$ cat config.mk
export PLATFORM = sky130hd
export DESIGN_NAME = mode_counter_flat
export DESIGN_NICKNAME = d
export VERILOG_FILES = /design/src/rtl/mode_counter_if.sv /design/src/rtl/mode_counter.sv /design/src/flat_wrapper.sv
export SDC_FILE = /design/constraint.sdc
export NUM_CORES = 1
export LEC_CHECK = 0
export ABC_AREA = 1
export ABC_CLOCK_PERIOD_IN_PS = 2750
export CORE_UTILIZATION = 56
export DETAILED_ROUTE_END_ITERATION = 7
export PLACE_DENSITY = 0.81
export SLEW_MARGIN = 20
export SYNTH_ARGS = -nofsm -noshare
export SYNTH_HDL_FRONTEND = slang
export SYNTH_SLANG_ARGS = --single-unit
$ cat constraint.sdc
create_clock -name clk -period 2.75 [get_ports clk]
set_input_delay 0.4125 -clock clk [delete_from_list [all_inputs] [get_ports clk]]
set_output_delay 0.4125 -clock clk [all_outputs]
set_load 0.02 [all_outputs]
$ cat src/rtl/mode_counter_if.sv
// Control/status bundle for mode_counter: the driver owns the controls,
// the counter owns the count and flags.
interface mode_counter_if #(
  parameter int unsigned WIDTH = 4
) ();
  logic             en;
  logic             load;
  logic [WIDTH-1:0] load_val;
  logic [WIDTH-1:0] limit;
  logic [1:0]       mode;
  logic [WIDTH-1:0] count;
  logic             wrap;
  logic             at_max;
  logic             at_zero;

  modport master (
    output en, load, load_val, limit, mode,
    input  count, wrap, at_max, at_zero
  );

  modport slave (
    input  en, load, load_val, limit, mode,
    output count, wrap, at_max, at_zero
  );
endinterface

$ cat src/rtl/mode_counter.sv
// Prescaled 0..limit counter with up-wrap, down-wrap, up-saturate and ping-pong modes,
// a registered wrap pulse and combinational at_max/at_zero flags.
module mode_counter #(
  parameter int unsigned WIDTH    = 4,
  parameter int unsigned PRESCALE = 1
) (
  input logic           clk,
  input logic           reset,
  mode_counter_if.slave bus
);

  localparam int unsigned PsW = (PRESCALE > 1) ? $clog2(PRESCALE) : 1;
  localparam logic [PsW-1:0]   PsMax = PsW'(PRESCALE - 1);
  localparam logic [WIDTH-1:0] One   = WIDTH'(1);

  typedef enum logic {DirDown = 1'b0, DirUp = 1'b1} dir_e;

  logic [WIDTH-1:0] count_q, count_d;
  logic [PsW-1:0]   ps_q, ps_d;
  dir_e             dir_q, dir_d;
  logic             wrap_q, wrap_d;

  always_comb begin
    count_d = count_q;
    ps_d    = ps_q;
    dir_d   = dir_q;
    wrap_d  = 1'b0;
    if (bus.load) begin
      count_d = (bus.load_val > bus.limit) ? bus.limit : bus.load_val;
      ps_d    = '0;
    end else if (bus.en) begin
      if (ps_q != PsMax) begin
        ps_d = ps_q + PsW'(1);
      end else begin
        ps_d = '0;
        case (bus.mode)
          2'b00: begin
            if (count_q < bus.limit) begin
              count_d = count_q + One;
            end else begin
              count_d = '0;
              wrap_d  = 1'b1;
            end
          end
          2'b01: begin
            if (count_q != '0) begin
              count_d = count_q - One;
            end else begin
              count_d = bus.limit;
              wrap_d  = 1'b1;
            end
          end
          2'b10: begin
            count_d = (count_q < bus.limit) ? count_q + One : bus.limit;
          end
          2'b11: begin
            // A zero-length range has nowhere to bounce: pin to 0 and keep direction.
            if (bus.limit == '0) begin
              count_d = '0;
            end else if (dir_q == DirUp) begin
              if (count_q < bus.limit) begin
                count_d = count_q + One;
              end else begin
                count_d = bus.limit - One;
                dir_d   = DirDown;
                wrap_d  = 1'b1;
              end
            end else if (count_q != '0) begin
              count_d = count_q - One;
            end else begin
              count_d = One;
              dir_d   = DirUp;
              wrap_d  = 1'b1;
            end
          end
        endcase
      end
    end
  end

  always_ff @(posedge clk or posedge reset) begin
    if (reset) begin
      count_q <= '0;
      ps_q    <= '0;
      dir_q   <= DirUp;
      wrap_q  <= 1'b0;
    end else begin
      count_q <= count_d;
      ps_q    <= ps_d;
      dir_q   <= dir_d;
      wrap_q  <= wrap_d;
    end
  end

  assign bus.count   = count_q;
  assign bus.wrap    = wrap_q;
  assign bus.at_max  = (count_q == bus.limit);
  assign bus.at_zero = (count_q == '0);

endmodule

$ cat src/flat_wrapper.sv
// flat-port wrapper written by rule: the top's interface ports become plain ports
module mode_counter_flat 
#(
  parameter int unsigned WIDTH    = 4,
  parameter int unsigned PRESCALE = 1
)
  (clk, reset, bus_en, bus_load, bus_load_val, bus_limit, bus_mode, bus_count, bus_wrap, bus_at_max, bus_at_zero);
  mode_counter_if #(.WIDTH(WIDTH)) bus_i ();
  input logic clk;
  input logic reset;
  input wire logic [$bits(bus_i.en)-1:0] bus_en;
  input wire logic [$bits(bus_i.load)-1:0] bus_load;
  input wire logic [$bits(bus_i.load_val)-1:0] bus_load_val;
  input wire logic [$bits(bus_i.limit)-1:0] bus_limit;
  input wire logic [$bits(bus_i.mode)-1:0] bus_mode;
  output wire logic [$bits(bus_i.count)-1:0] bus_count;
  output wire logic [$bits(bus_i.wrap)-1:0] bus_wrap;
  output wire logic [$bits(bus_i.at_max)-1:0] bus_at_max;
  output wire logic [$bits(bus_i.at_zero)-1:0] bus_at_zero;
  assign bus_i.en = bus_en;
  assign bus_i.load = bus_load;
  assign bus_i.load_val = bus_load_val;
  assign bus_i.limit = bus_limit;
  assign bus_i.mode = bus_mode;
  assign bus_count = bus_i.count;
  assign bus_wrap = bus_i.wrap;
  assign bus_at_max = bus_i.at_max;
  assign bus_at_zero = bus_i.at_zero;
  mode_counter #(.WIDTH(WIDTH), .PRESCALE(PRESCALE)) u_core (.clk(clk), .reset(reset), .bus(bus_i));
endmodule
# Word level (Yosys, flattened, before mapping)

Index checks and enable logic that the tools add are counted.

Word-level logic and storage cells: 50
Register bits: 7
Output and inout bits: 7

Add/subtract/negate cells: 4
Reduce and logical (&&, ||, !) cells: 7
Bitwise operators: 3
Multiplexer cells: 25
Magnitude comparators: 2
Eq/ne operators: 5

Operators with widths:

| kind                                                | number |
|---|---|
| 2-to-1 mux 4 bit                                    | 11 |
| one-hot mux 4 bit (4 select lines)                  | 1 |
| 2-to-1 mux 1 bit                                    | 12 |
| logical NOT 4 bit                                   | 2 |
| subtractor 4 x 1 -> 4 bit, second input constant    | 2 |
| AND reduction 5 bit                                 | 1 |
| adder 4 x 1 -> 4 bit, second input constant         | 1 |
| equality test 2 bit, second input constant          | 2 |
| equality test 4 bit                                 | 1 |
| > comparator 4 bit                                  | 1 |
| less-than comparator 4 bit                          | 1 |
| nonzero test 4 bit                                  | 1 |
| inverter 1 bit                                      | 3 |
| one-hot mux 1 bit (3 select lines)                  | 1 |
| equality test 2 x 1 -> 1 bit, second input constant | 1 |
| logical NOT 2 bit                                   | 1 |
| != test 2 bit, second input constant                | 1 |
| AND reduction 2 bit                                 | 1 |
| nonzero test 2 bit                                  | 1 |
| adder 1 bit, second input constant                  | 1 |

# Depth between registers and ports, before layout

Gate-level depths: netlist of run 1.

Depth in word-level cells: 8
Gate-level depth with buffers: 14

# Worst setup path before layout of run 1

OpenSTA, ideal clock, no wires.

Path kind: register to output
From: reg u_core.count_q[0], in the netlist u_core.bus.count[0]
To: out bus_at_max
Cell stages (with the launch flop): 5
Required time: 2338 ps
Buffers on the path: 0
Path slack: 1082 ps
Arrival time: 1256 ps
Path through: dfrtp_1 -> inv_2 -> ha_1 -> nand2_1 -> nor2_1

Cells in the longest elaborated chain, start to end: 1

Ends and longest elaborated chain:

| element                | line               | RTL |
|---|---|---|
| from (decl)            | mode_counter.sv:18 | `logic [WIDTH-1:0] count_q, count_d;` |
| from (signal assigned) | mode_counter.sv:88 | `count_q <= count_d;` |
| equality test 4 bit    | mode_counter.sv:97 | `assign bus.at_max = (count_q == bus.limit);` |
| to (decl)              | flat_wrapper.sv:18 | `output wire logic [$bits(bus_i.at_max)-1:0] bus_at_max;` |

No other way between the ends.

# Worst setup path after layout of run 1

From: in bus_limit[3]
To: out bus_at_max

Cells in the longest elaborated chain, start to end: 1

Ends and longest elaborated chain:

| element             | line               | RTL |
|---|---|---|
| from (decl)         | flat_wrapper.sv:14 | `input wire logic [$bits(bus_i.limit)-1:0] bus_limit;` |
| equality test 4 bit | mode_counter.sv:97 |  |

No other way between the ends.

==> results.toml, run 1 <==
[run_status]
outcome = "completed"

[routing]
post_drt_wl_per_cell_um = 12.2
first_pass_iters = 4
vias_per_cell = 5.26
wirelength_um = 3000
drt-initial-drc-count = 54
final_antenna_net_count = 0
route.vias.total = 1299
drc = 0

[finish]
diodes = 0
layout-drive-gt1-share_pct = 9.91
layout.nets = 249
mostFrequentLayoutCell = "nand2_1"
multi_input_area_um2 = 822
mostFrequentLayoutCells = "nand2_1 (60), inv_1 (29), nor2_1 (25)"
ff_latch_area_um2 = 151
final_util_pct = 77.4
fill_cells = 148
area_growth_pct = 23.9
final_cells = 247

[floorplan]
fp.dieW_um = 46.8
dieArea_um2 = 2190
die_y_um = 46.8
start_util_pct = 62.4
placementRows = 15
core-area_um2 = 1800
ios = 21

[placement]
numPortBuffers = 20
gp_congestion = 0.919
pre_cts_ws_ps = 177
dp.cells = 243
dp_hpwl_um = 2450

[synth]
synth_cells = 196
ys_seq_elements = 6
synth.distinct_cells = 24
synth_xor_area_share_pct = 2.34
syn_avg_cell_area_um2 = 5.74
synthesis.area_um2 = 1120
ys_seq_area_share_pct = 13.5
synth_compound_area_share_pct = 11.0
yosysWarnings = 0
synthAdderAreaFrac_pct = 13.3
synth.area.mux_share_pct = 0
yosys.area_share.simple_pct = 46.4
synth_top_family_by_area = "simple AND/OR/NAND/NOR gates"
synth_nets = 222

[global_route]
antenna_found_initial = 0
grt_pass1_wl_um = 4660
overflow = 0
grt_max_degree = 10
track_usage_pct = 30.7
grt_pass1_vias = 1018

[critical_path]
worst_setup_path_end_kind = "output pin"
cp_data_required_time_ps = 2340
arrival_ps = 2160
worstSetupPathType = "in -> out"
path_max_fanout = 4
start_kind = "primary input"

[sta]
rsz0062_at_grt = "false"
slew_headroom_pct = 73.2
finalSetupTns_ps = 0
fmax_ghz = 0.389
finalSetupViolCount = 0
period_share_pct = 93.6
slew_violations = 0
period_needed_ps = 2570
whs_ps = 360
setup_ws_ps = 176
hold_violations = 0
skew_ps = 5.70
worst_slew_pin_slew_ps = 401

[clock_network]
cts_made_buffers = 3
cts_sinks = 6
clockBufferDepth = 2
clock_latency_ps = 250
clk_pin_slew_ps = 50
cts_resized = 0
h-tree-depth = 1
cts-root-buf = "clkbuf_4"
postCtsHoldBufs = 0
postCtsSetupBuffers = 0
cts_tree = "built"

[power_and_ir_drop]
power.density_nw_per_um2 = 470
p_leak_nw = 0.768
ir_drop_v = 0.000370

[hold_path]
hp-class = "in -> async"

[flow_run]
maxCapViolations = 0
synthesized netlist by cell type:
cell | count | area, um2
inv_6 | 1 | 8.76
nand2_1 | 60 | 225
o31ai_1 | 1 | 7.51
nand2_4 | 2 | 22.5
nor2_4 | 1 | 11.3
xor2_1 | 3 | 26.3
nor3_1 | 2 | 10.0
nand3_1 | 22 | 110
a21oi_1 | 10 | 50.1
nor2_1 | 25 | 93.8
buf_6 | 1 | 11.3
nand3_4 | 1 | 17.5
inv_2 | 6 | 22.5
inv_1 | 29 | 109
ha_1 | 12 | 150
nor2_2 | 1 | 6.26
a21oi_4 | 1 | 16.3
o21ai_2 | 1 | 8.76
nand4_1 | 4 | 25.0
o21bai_2 | 1 | 11.3
dfstp_2 | 1 | 26.3
o21ai_1 | 1 | 5.00
dfrtp_1 | 5 | 125
o21ai_0 | 5 | 25.0
per-stage QoR:
step,instance area (um2),total power [mW]
after detailed placement,1370,0.560
final,1390,0.655
after global placement,1370,0.549
after CTS,1390,0.654
after global routing,1390,0.714
after floorplan,1120,0.436
registers in the layout, summed over array words and instances (netlist names):
register / cells
u_core.bus.wrap: 1
u_core.dir_q: 1
u_core.bus.count: 4
where the power goes:
group	leakage (nW)	internal [mW]	switching, mW
logic	0.681	0.164	0.264
clock network	0.0150	0.0550	0.0330
registers	0.0723	0.109	0.0300
kinds of logic (layout without fill, tap and decap cells):
group                      count (synthesis)  in the layout
adders and majority gates                 12             12
AOI/OAI and AO/OA                         20             20
xor gates and xnor gates                   3              3
buffers and inverters                     37             63
DFF                                        6              6
and+or+nand+nor                          118            118
final timing paths:
kind	from	to	slack (ps)	cells past startpoint
setup / recovery	bus_limit[3]	bus_at_max	180	6
hold / removal	reset	u_core.bus.count[0]	360	2
setup reg to reg	u_core.bus.count[3]	u_core.bus.count[1]	960	9
hold reg to reg	u_core.dir_q	u_core.dir_q	580	2
max in group asynchronous	reset	u_core.dir_q	2140	2
min in group clk	u_core.dir_q	u_core.dir_q	580	2
layout make-up:
type | count | share of cell area (%)
multi-input cells | 153 | 59.0
well taps | 25 | 2.24
repair buffers | 23 | 16.0
flip-flops and latches | 6 | 10.9
clock buffers | 4 | 1.89
inverters | 36 | 10.1
metal layers:
layer	GRT usage (%)	share of wire (%)
met1	45.7	45
met2	47.8	47
met3	1.15	7.0
met4	10.9	1.7
met5	0	0
worst max-delay path, stage by stage:
cell and delay, ps:
clkdlybuf4s50_1 540, inv_1 80, ha_1 330, nand2_1 100
nor2_1 110, clkdlybuf4s50_1 600
Note: power is estimated with default switching activity, not from simulation.
==> inputs of run 2 (changes only) <==
- CORE_ASPECT_RATIO: unset -> 1.4
- CTS_CLUSTER_SIZE: unset -> 20
==> results.toml, run 2 (synthesis results as in run 1) <==
[finish]
mostFrequentLayoutCells = "nand2_1 (60), inv_1 (29), nor2_1 (25)"
largest_reg_flops = 4
final_util_pct = 76.9
layout-drive-gt1-share_pct = 10.7
layout.nets = 251
mostFrequentLayoutCell = "nand2_1"
area_growth_pct = 24.7
diodes = 0

[critical_path]
arrival_ps = 2070
critPathSlowestCell = "clkdlybuf4s50_1"
worst_setup_path_end_kind = "output pin"
rrSetupSlack_ps = 950
start_kind = "primary input"
reg2reg_to = "u_core.bus.count[1]"
path_max_fanout = 2
critPathMostFrequentCell = "clkdlybuf4s50_1"
path_delay_family = "buffers and inverters"
worstSetupPathType = "in -> out"
reg2reg_depth = 9
crit_buf_inv = 3
path_cells = "clkdlybuf4s50_1, inv_1, ha_1, nand2_1, nor2_1, clkdlybuf4s50_1"
cp_data_required_time_ps = 2340
slowest_delay_ps = 610
rr_startpoint = "u_core.bus.count[3]"

[floorplan]
start_util_pct = 61.7
fp.dieW_um = 39.9
ios = 21
placementRows = 18
core-area_um2 = 1820
die_y_um = 55.0
dieArea_um2 = 2190

[clock_network]
postCtsSetupBuffers = 0
cts_made_buffers = 3
h-tree-depth = 1
cts_sinks = 6
cts_tree = "built"
postCtsHoldBufs = 0
cts-root-buf = "clkbuf_4"
clk_pin_slew_ps = 50
clockBufferDepth = 2
clock_latency_ps = 240
cts_resized = 0

[power_and_ir_drop]
power.density_nw_per_um2 = 474
p_leak_nw = 0.778
ir_drop_v = 0.000446

[routing]
vias_per_cell = 5.59
first_pass_iters = 4
drc = 0
route.vias.total = 1365
post_drt_wl_per_cell_um = 13.1
route.met3.wl_um = 205
routed.top_layer = "met4"
wirelength_um = 3200
final_antenna_net_count = 0
drt-initial-drc-count = 50
met1_length_um = 1260
dr_wl_met2_um = 1610

[sta]
period_share_pct = 90.3
hold_violations = 0
period_needed_ps = 2480
rsz0062_at_grt = "false"
worst_slew_pin_slew_ps = 394
slew_headroom_pct = 73.7
slew_violations = 0
finalSetupViolCount = 0
skew_ps = 1.77
fmax_ghz = 0.403
finalSetupTns_ps = 0

[global_route]
overflow = 0
antenna_found_initial = 0
grt_pass1_vias = 1219
grt_max_degree = 10
grt_pass1_wl_um = 5180
track_usage_pct = 34.1

[placement]
dp_hpwl_um = 2610
gp_congestion = 0.880
numPortBuffers = 20

[hold_path]
hp-class = "in -> async"

[flow_run]
maxCapViolations = 0

[run_status]
outcome = "completed"
## run 2: cell count changes in the layout (fill, tap and decap cells not counted), sizes merged
cell | before | now
buf | 3 | 5
## run 2: report_power, final
group | internal, mW | switching, mW | leakage, nW
clock network | 0.0550 | 0.0328 | 0.0150
logic | 0.166 | 0.271 | 0.690
registers | 0.109 | 0.0297 | 0.0723
## run 2: per-stage QoR
stage / instance area, um2 / std cells / power (mW) / setup slack, ps / hold slack (ps)
6_report: 1400 / 244 / 0.664 / 267 / 369
4_1_cts: 1400 / 244 / 0.663 / 252 / 364
2_1_floorplan: 1120 / 196 / 0.436 / 1080 / 203
5_1_grt: 1400 / 244 / 0.731 / 162 / 382
3_3_place_gp: 1380 / 240 / 0.557 / 265 / 543
3_5_place_dp: 1380 / 240 / 0.570 / 251 / 548
## run 2: how the worst max path moves through the flow
| stage | startpoint | to | slack [ps] | depth (start not counted) |
|---|---|---|---|---|
| 3_5_place_dp | bus_limit[3] | bus_at_max | 250 | 6 |
| 6_report | bus_limit[3] | bus_at_max | 270 | 6 |
| 2_1_floorplan | u_core.bus.count[0] | bus_at_max | 1080 | 4 |
| 3_3_place_gp | bus_limit[3] | bus_at_max | 270 | 6 |
| 4_1_cts | bus_limit[3] | bus_at_max | 250 | 6 |
| 5_1_grt | bus_limit[3] | bus_at_max | 160 | 6 |
## run 2: cell type report
cell class              instances  area, um2
well taps                      20       25.0
multi-input cells             153        822
flip-flops and latches          6        151
inverters                      36        140
fillers                       155        422
clock buffers                   4       26.3
repair buffers                 25        238
## run 2: worst register-to-register path: stages, from the launching register on
cell	delay, ps
dfrtp_1	450
ha_1	370
a21oi_4	280
nand2_4	150
inv_2	110
nor2_1	50
o21ai_1	100
nand2_1	60
nand2_1	70
nand2_1	50
## run 2: metal layers
layer | vias to the layer above | GRT usage (%)
li1 | 678 | -
met1 | 597 | 38.8
met2 | 73 | 62.4
met3 | 17 | 4.00
met4 | 0 | 12.1
met5 | - | 0
==> inputs of run 3 (changes only) <==
- CORE_UTILIZATION: 56 -> 30
- GPL_TIMING_DRIVEN: unset -> 1
- PLACE_DENSITY: 0.81 -> 0.47
==> results.toml, run 3 (synthesis results as in run 1) <==
[power_and_ir_drop]
pwr-share-seq_pct = 19.7
p_leak_nw = 0.790
ir_drop_v = 0.000382
switchingPower_mw = 0.335
combPwrFrac_pct = 61.2
clockPowerShare_pct = 19.0
power.density_nw_per_um2 = 488
p_int_mw = 0.375
switching_share_pct = 47.2

[floorplan]
fp.dieW_um = 53.8
ios = 21
core-area_um2 = 3610
placementRows = 26
die_y_um = 74.5
start_util_pct = 31.2
dieArea_um2 = 4000

[routing]
wirelength_um = 3420
drt-initial-drc-count = 31
vias_per_cell = 4.72
first_pass_iters = 4
final_antenna_net_count = 0
route.vias.total = 1259
post_drt_wl_per_cell_um = 12.8
drc = 0

[sta]
worst_slew_pin_slew_ps = 308
rsz0062_at_grt = "false"
hold_violations = 0
period_share_pct = 91.9
period_needed_ps = 2530
finalSetupTns_ps = 0
slew_headroom_pct = 79.4
skew_ps = 2.78
fmax_ghz = 0.396
slew_violations = 0
finalSetupViolCount = 0

[critical_path]
arrival_ps = 2120
critPathMostFrequentCell = "clkdlybuf4s50_1"
path_delay_family = "buffers and inverters"
path_max_fanout = 2
worst_setup_path_end_kind = "output pin"
worstSetupPathType = "in -> out"
crit_buf_inv = 3
cp_data_required_time_ps = 2340
path_cells = "clkdlybuf4s50_1, inv_1, ha_1, nand2_1, nor2_1, clkdlybuf4s50_1"
critPathSlowestCell = "clkdlybuf4s50_1"
slowest_delay_ps = 610
start_kind = "primary input"

[clock_network]
clock_latency_ps = 220
cts_sinks = 6
cts_resized = 0
cts_tree = "built"
h-tree-depth = 1
clk_pin_slew_ps = 40
postCtsSetupBuffers = 0
clockBufferDepth = 2
cts-root-buf = "clkbuf_8"
postCtsHoldBufs = 0
cts_made_buffers = 3

[global_route]
overflow = 0
grt_pass1_vias = 1205
antenna_found_initial = 0
grt_pass1_wl_um = 5690
track_usage_pct = 19.8
grt_max_degree = 10

[finish]
final_util_pct = 40.3
mostFrequentLayoutCells = "nand2_1 (60), inv_1 (29), nor2_1 (25)"
area_growth_pct = 29.5
mostFrequentLayoutCell = "nand2_1"
layout.nets = 252
layout-drive-gt1-share_pct = 11.1
stdcell_area_um2 = 1460
diodes = 0
fill_cells = 400
largest_reg_flops = 4

[flow_run]
maxCapViolations = 0

[placement]
placed_area_um2 = 1410
numPortBuffers = 20
dp_hpwl_um = 2890
gp_congestion = 0.904

[run_status]
outcome = "completed"

[hold_path]
hp-class = "in -> async"
run 3: cell types whose count changed in the layout (fill, tap and decap cells not counted), sizes merged:
cell,delta
buf,+1
run 3: power by group through the flow:
stage	clock [mW]	sequential, mW	combinational [mW]
after floorplan	0	0.145	0.291
after global placement	0	0.142	0.434
after detailed placement	0	0.142	0.434
after CTS	0.138	0.141	0.436
after global routing	0.144	0.143	0.495
final	0.135	0.140	0.435
run 3: final timing paths:
| check | startpoint | to | slack, ps | cells past startpoint |
|---|---|---|---|---|
| max in group asynchronous | reset | u_core.dir_q | 2090 | 2 |
| worst min register to register | u_core.dir_q | u_core.dir_q | 560 | 2 |
| worst max register to register | u_core.bus.count[0] | u_core.bus.count[2] | 980 | 9 |
| min in group clk | u_core.dir_q | u_core.dir_q | 560 | 2 |
| worst max-delay path | bus_limit[3] | bus_at_max | 220 | 6 |
| worst min-delay path | reset | u_core.bus.count[1] | 410 | 2 |
run 3: final cells by class:
type,count,area [um2],share of cell area [%]
sequential,6,151,10.4
multi-input combinational,153,822,56.4
timing repair buffer,26,245,16.8
inverter,36,140,9.62
tap,42,52.6,3.61
clock buffer,4,45.0,3.09
run 3: routing by layer:
layer  GRT usage [%]  wire length, um
met1            22.6             1420
met2            37.2             1820
met3            2.25              102
met4            5.26               72
met5               0                0
run 3: metrics by stage:
| stage | hold slack (ps) | setup WS [ps] | power [mW] | cells |
|---|---|---|---|---|
| 2_1_floorplan | 203 | 1080 | 0.436 | 196 |
| 3_3_place_gp | 541 | 211 | 0.576 | 263 |
| 3_5_place_dp | 551 | 215 | 0.576 | 263 |
| 4_1_cts | 412 | 196 | 0.715 | 267 |
| 5_1_grt | 433 | 118 | 0.783 | 267 |
| 6_report | 410 | 222 | 0.710 | 267 |
